## config.mk

```make
export PLATFORM = sky130hd
export DESIGN_NAME = pipe_hazard_ctrl
export DESIGN_NICKNAME = d
export VERILOG_FILES = /design/src/rtl/pipe_hazard_ctrl.sv
export SDC_FILE = /design/constraint.sdc
export NUM_CORES = 1
export LEC_CHECK = 0
export CELL_PAD_IN_SITES_DETAIL_PLACEMENT = 2
export CELL_PAD_IN_SITES_GLOBAL_PLACEMENT = 2
export CORE_AREA = 3 3 92 103
export CTS_CLUSTER_DIAMETER = 80
export CTS_CLUSTER_SIZE = 16
export DETAILED_ROUTE_END_ITERATION = 8
export DIE_AREA = 0 0 95 106
export GPL_ROUTABILITY_DRIVEN = 0
export HOLD_SLACK_MARGIN = 0.15
export PLACE_DENSITY_LB_ADDON = 0.05
export SLEW_MARGIN = 20
export SYNTH_ARGS = -nofsm -noshare
export SYNTH_HDL_FRONTEND = slang
export SYNTH_SLANG_ARGS = --single-unit
export TNS_END_PERCENT = 1
```

## constraint.sdc

```tcl
create_clock -name clk_i -period 3.95 [get_ports clk_i]
set_input_delay 0.9875 -clock clk_i [delete_from_list [all_inputs] [get_ports clk_i]]
set_output_delay 0.9875 -clock clk_i [all_outputs]
set_load 0.02 [all_outputs]
```

## src/rtl/pipe_hazard_ctrl.sv

```systemverilog
// Pipeline hazard controller for a classic 5-stage pipe.
// Drives the IF/ID, ID/EX and EX/MEM load enables, the IF/ID flush and the
// ID/EX bubble. It resolves load-use hazards, taken-branch refill and
// data-memory wait stalls. It also keeps saturating stall/flush counters and
// a sticky memory-wait watchdog. State updates on the falling clock edge, in
// step with the pipeline registers it controls.
module pipe_hazard_ctrl #(
    parameter int unsigned REFILL_CYC = 1,   // 0..15
    parameter int unsigned WAIT_MAX   = 64,
    parameter int unsigned CNT_WIDTH  = 16
) (
    input  logic                 clk_i,
    input  logic                 rst_ni,
    input  logic [4:0]           id_rs1_i,
    input  logic [4:0]           id_rs2_i,
    input  logic                 id_use_rs1_i,
    input  logic                 id_use_rs2_i,
    input  logic [4:0]           ex_rd_i,
    input  logic                 ex_mem_read_i,
    input  logic                 ex_br_taken_i,
    input  logic                 dmem_busy_i,
    input  logic                 perf_clr_i,
    output logic                 pc_write_o,
    output logic                 if_id_write_o,
    output logic                 if_id_flush_o,
    output logic                 id_ex_write_o,
    output logic                 id_ex_bubble_o,
    output logic                 ex_mem_write_o,
    output logic [1:0]           state_o,
    output logic [CNT_WIDTH-1:0] stall_cnt_o,
    output logic [CNT_WIDTH-1:0] flush_cnt_o,
    output logic                 wdog_err_o
);

    typedef enum logic [1:0] {
        ST_RUN    = 2'd0,
        ST_WAIT   = 2'd1,
        ST_REFILL = 2'd2
    } state_e;

    localparam int unsigned WCW = $clog2(WAIT_MAX + 1);
    localparam logic [WCW-1:0] WAIT_LIM = WCW'(WAIT_MAX);
    localparam logic [3:0]     REFILL_LD = 4'(REFILL_CYC);
    localparam logic [CNT_WIDTH-1:0] CNT_MAX = '1;

    state_e               state_q, state_d;
    logic [3:0]           refill_q, refill_d;
    logic [WCW-1:0]       wait_q, wait_d;
    logic [CNT_WIDTH-1:0] stall_q, stall_d;
    logic [CNT_WIDTH-1:0] flush_q, flush_d;
    logic                 wdog_q, wdog_d;

    logic load_use;
    logic flush_evt;
    logic [WCW-1:0] wait_inc;

    assign load_use = ex_mem_read_i & (ex_rd_i != 5'd0) &
                      ((id_use_rs1_i & (id_rs1_i == ex_rd_i)) |
                       (id_use_rs2_i & (id_rs2_i == ex_rd_i)));

    // Busy cycles count up but hold at the watchdog limit.
    assign wait_inc = (wait_q == WAIT_LIM) ? wait_q : wait_q + 1'b1;

    // Next-state, pipeline-control outputs and counter updates.
    always_comb begin
        // NOTE: every signal written here gets a default first so that no
        // path through the branches below leaves one unassigned (no latches).
        state_d        = state_q;
        refill_d       = refill_q;
        wait_d         = '0;
        flush_evt      = 1'b0;
        pc_write_o     = 1'b1;
        if_id_write_o  = 1'b1;
        if_id_flush_o  = 1'b0;
        id_ex_write_o  = 1'b1;
        id_ex_bubble_o = 1'b0;
        ex_mem_write_o = 1'b1;

        if (dmem_busy_i) begin
            // Freeze the whole pipe; branch/hazard get re-evaluated when
            // busy drops because every register held its contents.
            pc_write_o     = 1'b0;
            if_id_write_o  = 1'b0;
            id_ex_write_o  = 1'b0;
            ex_mem_write_o = 1'b0;
            if (state_q == ST_RUN) begin
                state_d = ST_WAIT;
                wait_d  = {{(WCW-1){1'b0}}, 1'b1};
            end else begin
                // WAIT keeps waiting; REFILL keeps its state and its counter.
                wait_d = wait_inc;
                if (state_q != ST_REFILL) begin
                    state_d = ST_WAIT;
                end
            end
        end else if (ex_br_taken_i) begin
            // Squash the wrong-path instructions in IF/ID and ID; any
            // load-use against the squashed ID instruction is irrelevant.
            if_id_flush_o  = 1'b1;
            id_ex_bubble_o = 1'b1;
            flush_evt      = 1'b1;
            if (REFILL_CYC > 0) begin
                state_d  = ST_REFILL;
                refill_d = REFILL_LD;
            end else begin
                state_d = ST_RUN;
            end
        end else if (state_q == ST_REFILL) begin
            // Fetch is still returning invalid instructions: keep flushing.
            if_id_flush_o = 1'b1;
            if (refill_q <= 4'd1) begin
                state_d  = ST_RUN;
                refill_d = '0;
            end else begin
                refill_d = refill_q - 4'd1;
            end
        end else begin
            // RUN, or the cycle WAIT is released: plain RUN rules.
            state_d = ST_RUN;
            if (load_use) begin
                // Hold PC and IF/ID one cycle; the load moves on to MEM so
                // exactly one bubble resolves the hazard.
                pc_write_o     = 1'b0;
                if_id_write_o  = 1'b0;
                id_ex_bubble_o = 1'b1;
            end
        end

        // Performance counters and watchdog; a clear wins over any update.
        stall_d = stall_q;
        flush_d = flush_q;
        wdog_d  = wdog_q | (wait_d == WAIT_LIM);
        if (!pc_write_o && stall_q != CNT_MAX) begin
            stall_d = stall_q + 1'b1;
        end
        if (flush_evt && flush_q != CNT_MAX) begin
            flush_d = flush_q + 1'b1;
        end
        if (perf_clr_i) begin
            stall_d = '0;
            flush_d = '0;
            wdog_d  = 1'b0;
        end
    end

    // State, refill/wait counters, perf counters and watchdog flag.
    always_ff @(negedge clk_i or negedge rst_ni) begin
        if (!rst_ni) begin
            state_q  <= ST_RUN;
            refill_q <= '0;
            wait_q   <= '0;
            stall_q  <= '0;
            flush_q  <= '0;
            wdog_q   <= 1'b0;
        end else begin
            // NOTE: non-blocking assignments so every flop samples the values
            // computed before this edge, independent of statement order.
            state_q  <= state_d;
            refill_q <= refill_d;
            wait_q   <= wait_d;
            stall_q  <= stall_d;
            flush_q  <= flush_d;
            wdog_q   <= wdog_d;
        end
    end

    assign state_o     = state_q;
    assign stall_cnt_o = stall_q;
    assign flush_cnt_o = flush_q;
    assign wdog_err_o  = wdog_q;

endmodule

```

Word-level counts from Yosys, hierarchy flattened --
Cells that the tools add are included. W data, S select, Z words.
Word-level totals: flip-flop bits (word level) 46, output and inout port bits 41, bits of input ports 23, logic and storage cells 69
Cells by class: muxes and demuxes 31, reductions and logical operators 10, order comparisons 1, equal/unequal tests 10, $add $sub $neg 4, bitwise gates (word level) 7
Operator list (number):
- $mux W16 | 4
- $add A16 B1 Y16 const B | 2
- $ne A16 B16 Y1 const B | 2
- $mux W7 | 3
- $mux W1 | 15
- $eq A7 B7 Y1 const B | 2
- $mux W2 | 6
- $mux W4 | 3
- $eq A5 B5 Y1 | 2
- $add A7 B1 Y7 const B | 1
- $reduce_bool A2 Y1 | 3
- $reduce_bool A5 Y1 | 1
- $and A1 B1 Y1 | 4
- $le A4 B1 Y1 const B | 1
- $ne A4 B3 Y1 const B | 1
- $reduce_and A2 Y1 | 2
- $sub A4 B1 Y4 const B | 1
- $ne A3 B1 Y1 const B | 1
- $eq A2 B2 Y1 const B | 1
- $logic_and A1 B1 Y1 | 2
- $logic_not A2 Y1 | 1
- $ne A2 B2 Y1 const B | 1
- $or A1 B1 Y1 | 2
- $logic_not A1 Y1 | 1
- $not A1 Y1 | 1

Logic depth before layout (Yosys ltp) --
Gate-level depths: netlist of the first run.
depth after elaboration 12, mapped depth 9, mapped depth without buffers 8

==> run_results.csv, run 1 <==
group,metric,value,unit
setup_path,cp_max_stage_delay,480,ps
synthesis,yosys_top_cell_by_area,"dfrtn_1",
grt,antenna_found_initial,0,
timing,tightest_slew,821.3,ps
synthesis,post_synth_instance_area,2609,µm²
synthesis,synth_cells,285,
synthesis,synth_sequential_area_ratio,44.12,%
setup_path,crit_path_max_fanout,5,
status,outcome,"complete, but fails checks",
placed_design,sum_of_net_half_perimeters_after_detailed_placement,6.557,mm
synthesis,synth_fp_nets,314,
run,drv_cap,0,
setup_path,required_time_of_the_critical_path,2120,ps
timing,timing.hold.ws,496.6,ps
placed_design,placedCellCount,504,
power,switching_share,29.68,%
power,power.share.combinational,22.0,%
die,fp.dieH,106,µm
synthesis,synth.area.mux_share,2.398,%
power,cellInternalPower,803.9,µW
grt,vias_in_the_first_global_route,2859,
synthesis,yosys.cell_types.count,42,
synthesis,fraction_of_synthesized_cell_area_in_xor_and_xnor_cells,10.07,%
route,post_drt_via_cell_ratio,5.035,
placed_design,port_buffers,63,
route,route.vias.total,2598,
route,dr.pass1.iters,4,
cells_and_area,syn2layout_area_growth,46.38,%
timing,timing.max_slew.rel_slack,44.48,%
synthesis,ys_ff_latch,46,
cells_and_area,fin_area,3819,µm²
cells_and_area,finalCoreUtilization,45.18,%
grt,grt_usage,18.14,%
route,drc,0,
setup_path,critical_path_class,"in2reg",
setup_path,worstSetupStartpointType,"input port",
synthesis,yosys.area_share.simple,24.70,%
setup_path,critical_path.n_buffers_inverters,1,
timing,rsz0062_at_grt,"true",
route,wire_per_inst,16.81,µm
setup_path,setup_crit_end_kind,"flop",
timing,worst_slack,-449.8,ps
clock_tree,clock_insertion_delay_worst_skew,300,ps
die,placement_rows,35,
synthesis,synth_adder_area_share,2.878,%
timing,setup_viol,25,
power,vdd_drop_max,0.1537,mV
power,total_leakage_power,1.791,nW
timing,final-hold-violation-count,0,
die,die_area,10070,µm²
clock_tree,htree_num_levels,2,
power,netSwitchingPower,339.3,µW
synthesis,synth-compound-area-share,11.89,%
die,die_x,95,µm
clock_tree,clock_sinks,46,
route,wirelength,8.676,mm
status,failed_checks,"setup timing",
clock_tree,hold_buffer_count_at_cts,0,
clock_tree,clock_path_buffers,2,
min_path,class_of_the_tightest_hold_or_removal_check,"reg2reg",
timing,finClkSkew,9.739,ps
synthesis,synthTopCellsByArea,"dfrtn_1, nor2_1, xnor2_1",
setup_path,crit_slowest_cell,"clkdlybuf4s50_1",
power,power_frac_seq,45.8,%
clock_tree,numCtsBuffers,5,
timing,report.final.slew_viol_count,0,
setup_path,critical_path_data_arrival_time,2570,ps
cells_and_area,diodes_inserted,0,
placed_design,placed_cell_area,3749,µm²
grt,first_pass_grt_wire_length,14.67,mm
cells_and_area,share_of_final_layout_standard_cells_stronger_than_drive_strength_1,33.58,%
grt,global_route.overflow_total,0,
power,clock_power_share,32.2,%
timing,finalSetupTns,-8426,ps
power,power.density_cell_area,299.4,nW/µm²
grt,grt_start_max_net_pins,18,
clock_tree,tritoncts,"built",
route,drtAntennaViolNets,0,
die,initial_core_util,30.87,%
clock_tree,cts-root-buf,"clkbuf_8",
synthesis,yosys_warnings,0,
setup_path,path_cells,"clkdlybuf4s50_1 > o211ai_2 > a31oi_2 > a31oi_4 > nor4_2 > mux2_1",
cells_and_area,final_nets,433,
die,io-pin-count,64,
route,drt_iter0_markers,46,
synthesis,synth_top_cell_area_share,44.12,%
setup_path,path_delay_family,"buffers and inverters",
die,design.core.area,8452,µm²
clock_tree,post_cts_clock_slew_at_the_launch_and_capture_registers_of_the_worst_setup_and_hold_paths,60,ps
cells_and_area,final_cells,516,
synthesis,syn_area_per_cell,9.154,µm²
synthesis,dominant_combinational_cell_family_by_area_after_synthesis,"simple AND/OR/NAND/NOR gates",
[Yosys cell counts]
| cell | count |
|---|---|
| buf_6 | 1 |
| a21oi_1 | 18 |
| o211ai_2 | 1 |
| and3_1 | 8 |
| o21a_1 | 1 |
| nor3_1 | 2 |
| nand4_1 | 13 |
| a311o_1 | 1 |
| buf_12 | 1 |
| inv_1 | 9 |
| and2_1 | 2 |
| a41oi_1 | 1 |
| a31oi_1 | 2 |
| buf_4 | 2 |
| nor3_2 | 1 |
| dfrtn_1 | 46 |
| o22ai_1 | 1 |
| mux2i_1 | 4 |
| or2_2 | 1 |
| nand3_1 | 15 |
| o21ai_1 | 9 |
| a211oi_1 | 1 |
| nor4_1 | 3 |
| or3_1 | 10 |
| xnor2_1 | 16 |
| nor4b_1 | 2 |
| ha_1 | 6 |
| and4_1 | 1 |
| xor2_1 | 14 |
| o21ai_0 | 10 |
| or4_1 | 5 |
| a31oi_4 | 1 |
| o31ai_1 | 4 |
| nand2_1 | 20 |
| nor2_1 | 39 |
| nand2b_1 | 2 |
| buf_1 | 1 |
| o22a_1 | 1 |
| clkbuf_1 | 5 |
| nor2b_1 | 2 |
| nor3b_1 | 1 |
| mux2_1 | 2 |
[sequential cells by signal (all words and copies together) (netlist names)]
signal and flops:
flush_cnt_o 16, refill_q 4, wait_q 7, wdog_err_o 1, stall_cnt_o 16, state_o 2
[power by group through the flow]
stage | combinational [mW] | clock, mW | sequential (mW)
2_1_floorplan | 0.117 | 0 | 0.536
3_3_place_gp | 0.238 | 0 | 0.528
3_5_place_dp | 0.247 | 0 | 0.531
4_1_cts | 0.249 | 0.382 | 0.524
5_1_grt | 0.284 | 0.401 | 0.528
6_report | 0.251 | 0.368 | 0.524
[layer usage]
| layer | part of all wire (%) | global-route usage [%] | vias up |
|---|---|---|---|
| met5 | 0 | 0 | - |
| met4 | 0.62 | 2.784 | 0 |
| met3 | 2.9 | 2.406 | 4 |
| met2 | 53 | 32.64 | 37 |
| met1 | 44 | 23.30 | 1311 |
| li1 | - | - | 1246 |
[area by class of cell]
class	count	area, µm²
Inverter	9	33.78
Clock inverter	3	43.79
Clock buffer	5	68.82
Timing Repair Buffer	122	928.4
Tap cell	111	138.9
Fill cell	934	4633
Multi-Input combinational cell	220	1454
Sequential cell	46	1151
[final timing paths]
kind,from,endpoint,slack [ps],cells after the start
min,wdog_err_o,wdog_err_o,500,2
max reg2reg,stall_cnt_o[0],stall_cnt_o[11],1500,8
max in group asynchronous,rst_ni,refill_q[0],980,2
min in group asynchronous,rst_ni,stall_cnt_o[10],2480,1
min reg2reg,wdog_err_o,wdog_err_o,500,2
max,ex_mem_read_i,stall_cnt_o[11],-450,6
[logic make-up after synthesis]
group                    Yosys count
buffers and inverters             19
multiplexers                       6
XOR/XNOR                          30
AND/OR/NAND/NOR                  127
flip-flops                        46
adder cells (fa/ha/maj)            6
AO/OA/AOI/OAI                     51
[metrics by stage]
| stage | total power, mW | worst slack [ps] |
|---|---|---|
| 2_1_floorplan | 0.6524 | -667.9 |
| 3_3_place_gp | 0.7659 | -1112 |
| 3_5_place_dp | 0.7784 | -1167 |
| 4_1_cts | 1.155 | -498.2 |
| 5_1_grt | 1.212 | -536.6 |
| 6_report | 1.143 | -449.8 |
[cells in the final DEF, fill, tap and decap left out, types with 3 or more instances in the layout]
master / instances
a21oi_1: 16
and3_1: 8
buf_2: 38
buf_4: 52
buf_6: 10
clkbuf_8: 5
clkdlybuf4s15_1: 8
clkdlybuf4s50_1: 4
dfrtn_1: 46
dlygate4sd2_1: 3
ha_1: 6
inv_1: 7
mux2i_1: 4
nand2_1: 17
nand3_1: 15
nand4_1: 13
nor2_1: 39
o21ai_0: 9
o21ai_1: 10
o31ai_1: 4
or3_1: 10
or4_1: 4
xnor2_1: 14
xor2_1: 14
[repair_timing]
item / 4_1_cts / 5_1_grt
hold endpoints to repair: 0 / 0
gates cloned: 1 / 0
resized for setup: 215 / 26
setup endpoints to repair: 74 / 39
setup buffers: 3 / 0
pin swaps: 24 / 18
[worst register-to-register path: cells and delay by family, from the launching register on]
kind            cells  cell delay, ps
simple gates        3             640
compound gates      2             510
flops               1             440
mux                 1             310
fa+ha+maj           1             240
buf+inv             1             150
Power figures use the tool's default switching activity.
==> inputs of run 2 (changes only) <==
--- a/config.mk
+++ b/config.mk
@@ -8,12 +8,12 @@
 export CELL_PAD_IN_SITES_DETAIL_PLACEMENT = 2
 export CELL_PAD_IN_SITES_GLOBAL_PLACEMENT = 2
 export CORE_AREA = 3 3 92 103
+export CTS_BUF_LIST = sky130_fd_sc_hd__clkbuf_16
 export CTS_CLUSTER_DIAMETER = 80
 export CTS_CLUSTER_SIZE = 16
 export DETAILED_ROUTE_END_ITERATION = 8
 export DIE_AREA = 0 0 95 106
 export GPL_ROUTABILITY_DRIVEN = 0
-export HOLD_SLACK_MARGIN = 0.15
 export PLACE_DENSITY_LB_ADDON = 0.05
 export SLEW_MARGIN = 20
 export SYNTH_ARGS = -nofsm -noshare
==> run 2 against run 1 <==
  * The flow still finishes with violations (setup timing)
  * Clock power increased by 33%
  * Final area is 3.0% higher
  * Combinational power rose by 2%
  * Worst hold slack lost 29 ps
  * Worst setup slack worse by 120 ps
  * Largest power group unchanged
==> run_results.csv, run 2 (synthesized netlist as in run 1, its figures left out) <==
group,metric,value,unit
setup_path,crit-reg2reg-launch,"stall_cnt_o[0]",
clock_tree,clock_sinks,46,
route,wire_per_inst,17.59,µm
clock_tree,htree_num_levels,2,
grt,grt_start_max_net_pins,18,
timing,rsz0062_at_grt,"true",
grt,grt_usage,19.17,%
grt,global_route.usage.met3,2.406,%
clock_tree,hold_buffer_count_at_cts,0,
setup_path,worstSetupStartpointType,"input port",
power,power.density_cell_area,322.7,nW/µm²
route,route.vias.total,2624,
route,wirelength,9.149,mm
clock_tree,tritoncts,"built",
min_path,endpoint_worst_hold,"wdog_err_o",
cells_and_area,most_common_cell_after_layout_fill_and_taps_aside,"buf_4",
clock_tree,numCtsBuffers,5,
status,failed_checks,"setup timing",
grt,grt.met1_usage,23.73,%
timing,finClkSkew,5.539,ps
route,post_drt_via_cell_ratio,5.046,
die,die_x,95,µm
timing,timing.max_slew.rel_slack,45.40,%
die,placement_rows,35,
cells_and_area,final_cells,520,
route,dr.pass1.iters,3,
die,fp.dieH,106,µm
timing,setup_viol,21,
route,drtAntennaViolNets,0,
die,io-pin-count,64,
timing,finalSetupTns,-9170,ps
grt,grt.met2_usage,35.52,%
route,drt_iter0_markers,59,
clock_tree,clock_insertion_delay_worst_skew,300,ps
setup_path,r2r-end,"stall_cnt_o[13]",
timing,report.final.slew_viol_count,0,
grt,global_route.overflow_total,0,
cells_and_area,diodes_inserted,0,
setup_path,required_time_of_the_critical_path,2120,ps
status,outcome,"complete, but fails checks",
die,die_area,10070,µm²
setup_path,ff2ff_path_depth,9,
setup_path,register_to_register_setup_slack,1370,ps
placed_design,placement.setup.worst_slack,-1167,ps
cells_and_area,share_of_final_layout_standard_cells_stronger_than_drive_strength_1,37.16,%
cells_and_area,layout_common_cells,"buf_4, dfrtn_1, nor2_1",
grt,grt_busiest_layer,"met2",
placed_design,sum_of_net_half_perimeters_after_detailed_placement,6.557,mm
placed_design,port_buffers,63,
run,drv_cap,0,
placed_design,placedCellCount,504,
timing,tightest_slew,807.7,ps
route,drc,0,
setup_path,crit_path_max_fanout,5,
die,initial_core_util,30.87,%
min_path,class_of_the_tightest_hold_or_removal_check,"reg2reg",
cells_and_area,syn2layout_area_growth,50.84,%
timing,worst_slack,-565.6,ps
cells_and_area,finalCoreUtilization,46.56,%
grt,first_pass_grt_wire_length,15.45,mm
power,total_leakage_power,1.873,nW
setup_path,setup_crit_end_kind,"flop",
cells_and_area,n_fill_cell,932,
cells_and_area,final_nets,437,
min_path,hold_path_stages,2,
setup_path,critical_path_class,"in2reg",
grt,antenna_found_initial,0,
min_path,min_delay_src,"wdog_err_o",
die,design.core.area,8452,µm²
clock_tree,clock_path_buffers,2,
power,vdd_drop_max,0.1467,mV
clock_tree,cts-root-buf,"clkbuf_16",
timing,final-hold-violation-count,0,
clock_tree,post_cts_clock_slew_at_the_launch_and_capture_registers_of_the_worst_setup_and_hold_paths,50,ps
setup_path,critical_path_data_arrival_time,2690,ps
grt,vias_in_the_first_global_route,3022,
==> run 2: cell type report <==
| cell class | instances | area (µm²) | area share, % |
|---|---|---|---|
| Clock buffer | 5 | 125.1 | 3.180 |
| Tap cell | 111 | 138.9 | 3.529 |
| Sequential cell | 46 | 1151 | 29.25 |
| Timing Repair Buffer | 126 | 948.4 | 24.10 |
| Multi-Input combinational cell | 220 | 1494 | 37.96 |
| Clock inverter | 3 | 43.79 | 1.113 |
| Inverter | 9 | 33.78 | 0.8585 |
==> run 2: how the worst max path moves through the flow <==
stage,depth (start not counted),slack [ps],to,start
floorplan,8,-670,stall_cnt_o[1],ex_rd_i[1]
global placement,8,-1110,stall_cnt_o[1],ex_rd_i[1]
detailed placement,8,-1170,stall_cnt_o[1],ex_rd_i[1]
CTS,8,-570,stall_cnt_o[13],ex_rd_i[4]
global route,9,-630,stall_cnt_o[13],id_rs1_i[0]
finish,8,-570,stall_cnt_o[13],ex_rd_i[4]
==> run 2: stage by stage <==
| step | power [mW] | hold slack [ps] | area (µm²) |
|---|---|---|---|
| 3_3_place_gp | 0.7659 | 479.3 | 3749 |
| 2_1_floorplan | 0.6524 | 472.3 | 2615 |
| 5_1_grt | 1.340 | 513.8 | 3935 |
| 6_report | 1.270 | 467.4 | 3935 |
| 4_1_cts | 1.284 | 478.9 | 3953 |
| 3_5_place_dp | 0.7784 | 490.7 | 3749 |
==> run 2: what timing repair did <==
| item | 4_1_cts | 5_1_grt |
|---|---|---|
| setup endpoints to repair | 74 | 49 |
| pin swaps | 22 | 23 |
| setup buffers | 8 | 0 |
| cloned | 1 | 0 |
| resized for setup | 213 | 48 |
==> run 2: critical path, stage by stage <==
cell	delay, ps
buf_8	100
or4_4	530
o211ai_2	180
a31oi_2	70
a31oi_4	320
buf_6	150
nor4b_4	40
mux2_4	310
==> run 2: where the power goes <==
| part | internal (mW) | switching, mW | total [mW] |
|---|---|---|---|
| Clock | 0.300 | 0.188 | 0.488 |
| Combinational | 0.118 | 0.139 | 0.257 |
| Sequential | 0.498 | 0.0271 | 0.525 |
==> run 2: metal layers <==
layer,vias to the layer above,part of all wire [%]
met1,1335,42
met5,-,0
met4,0,0.52
met3,4,2.8
li1,1251,-
met2,34,54
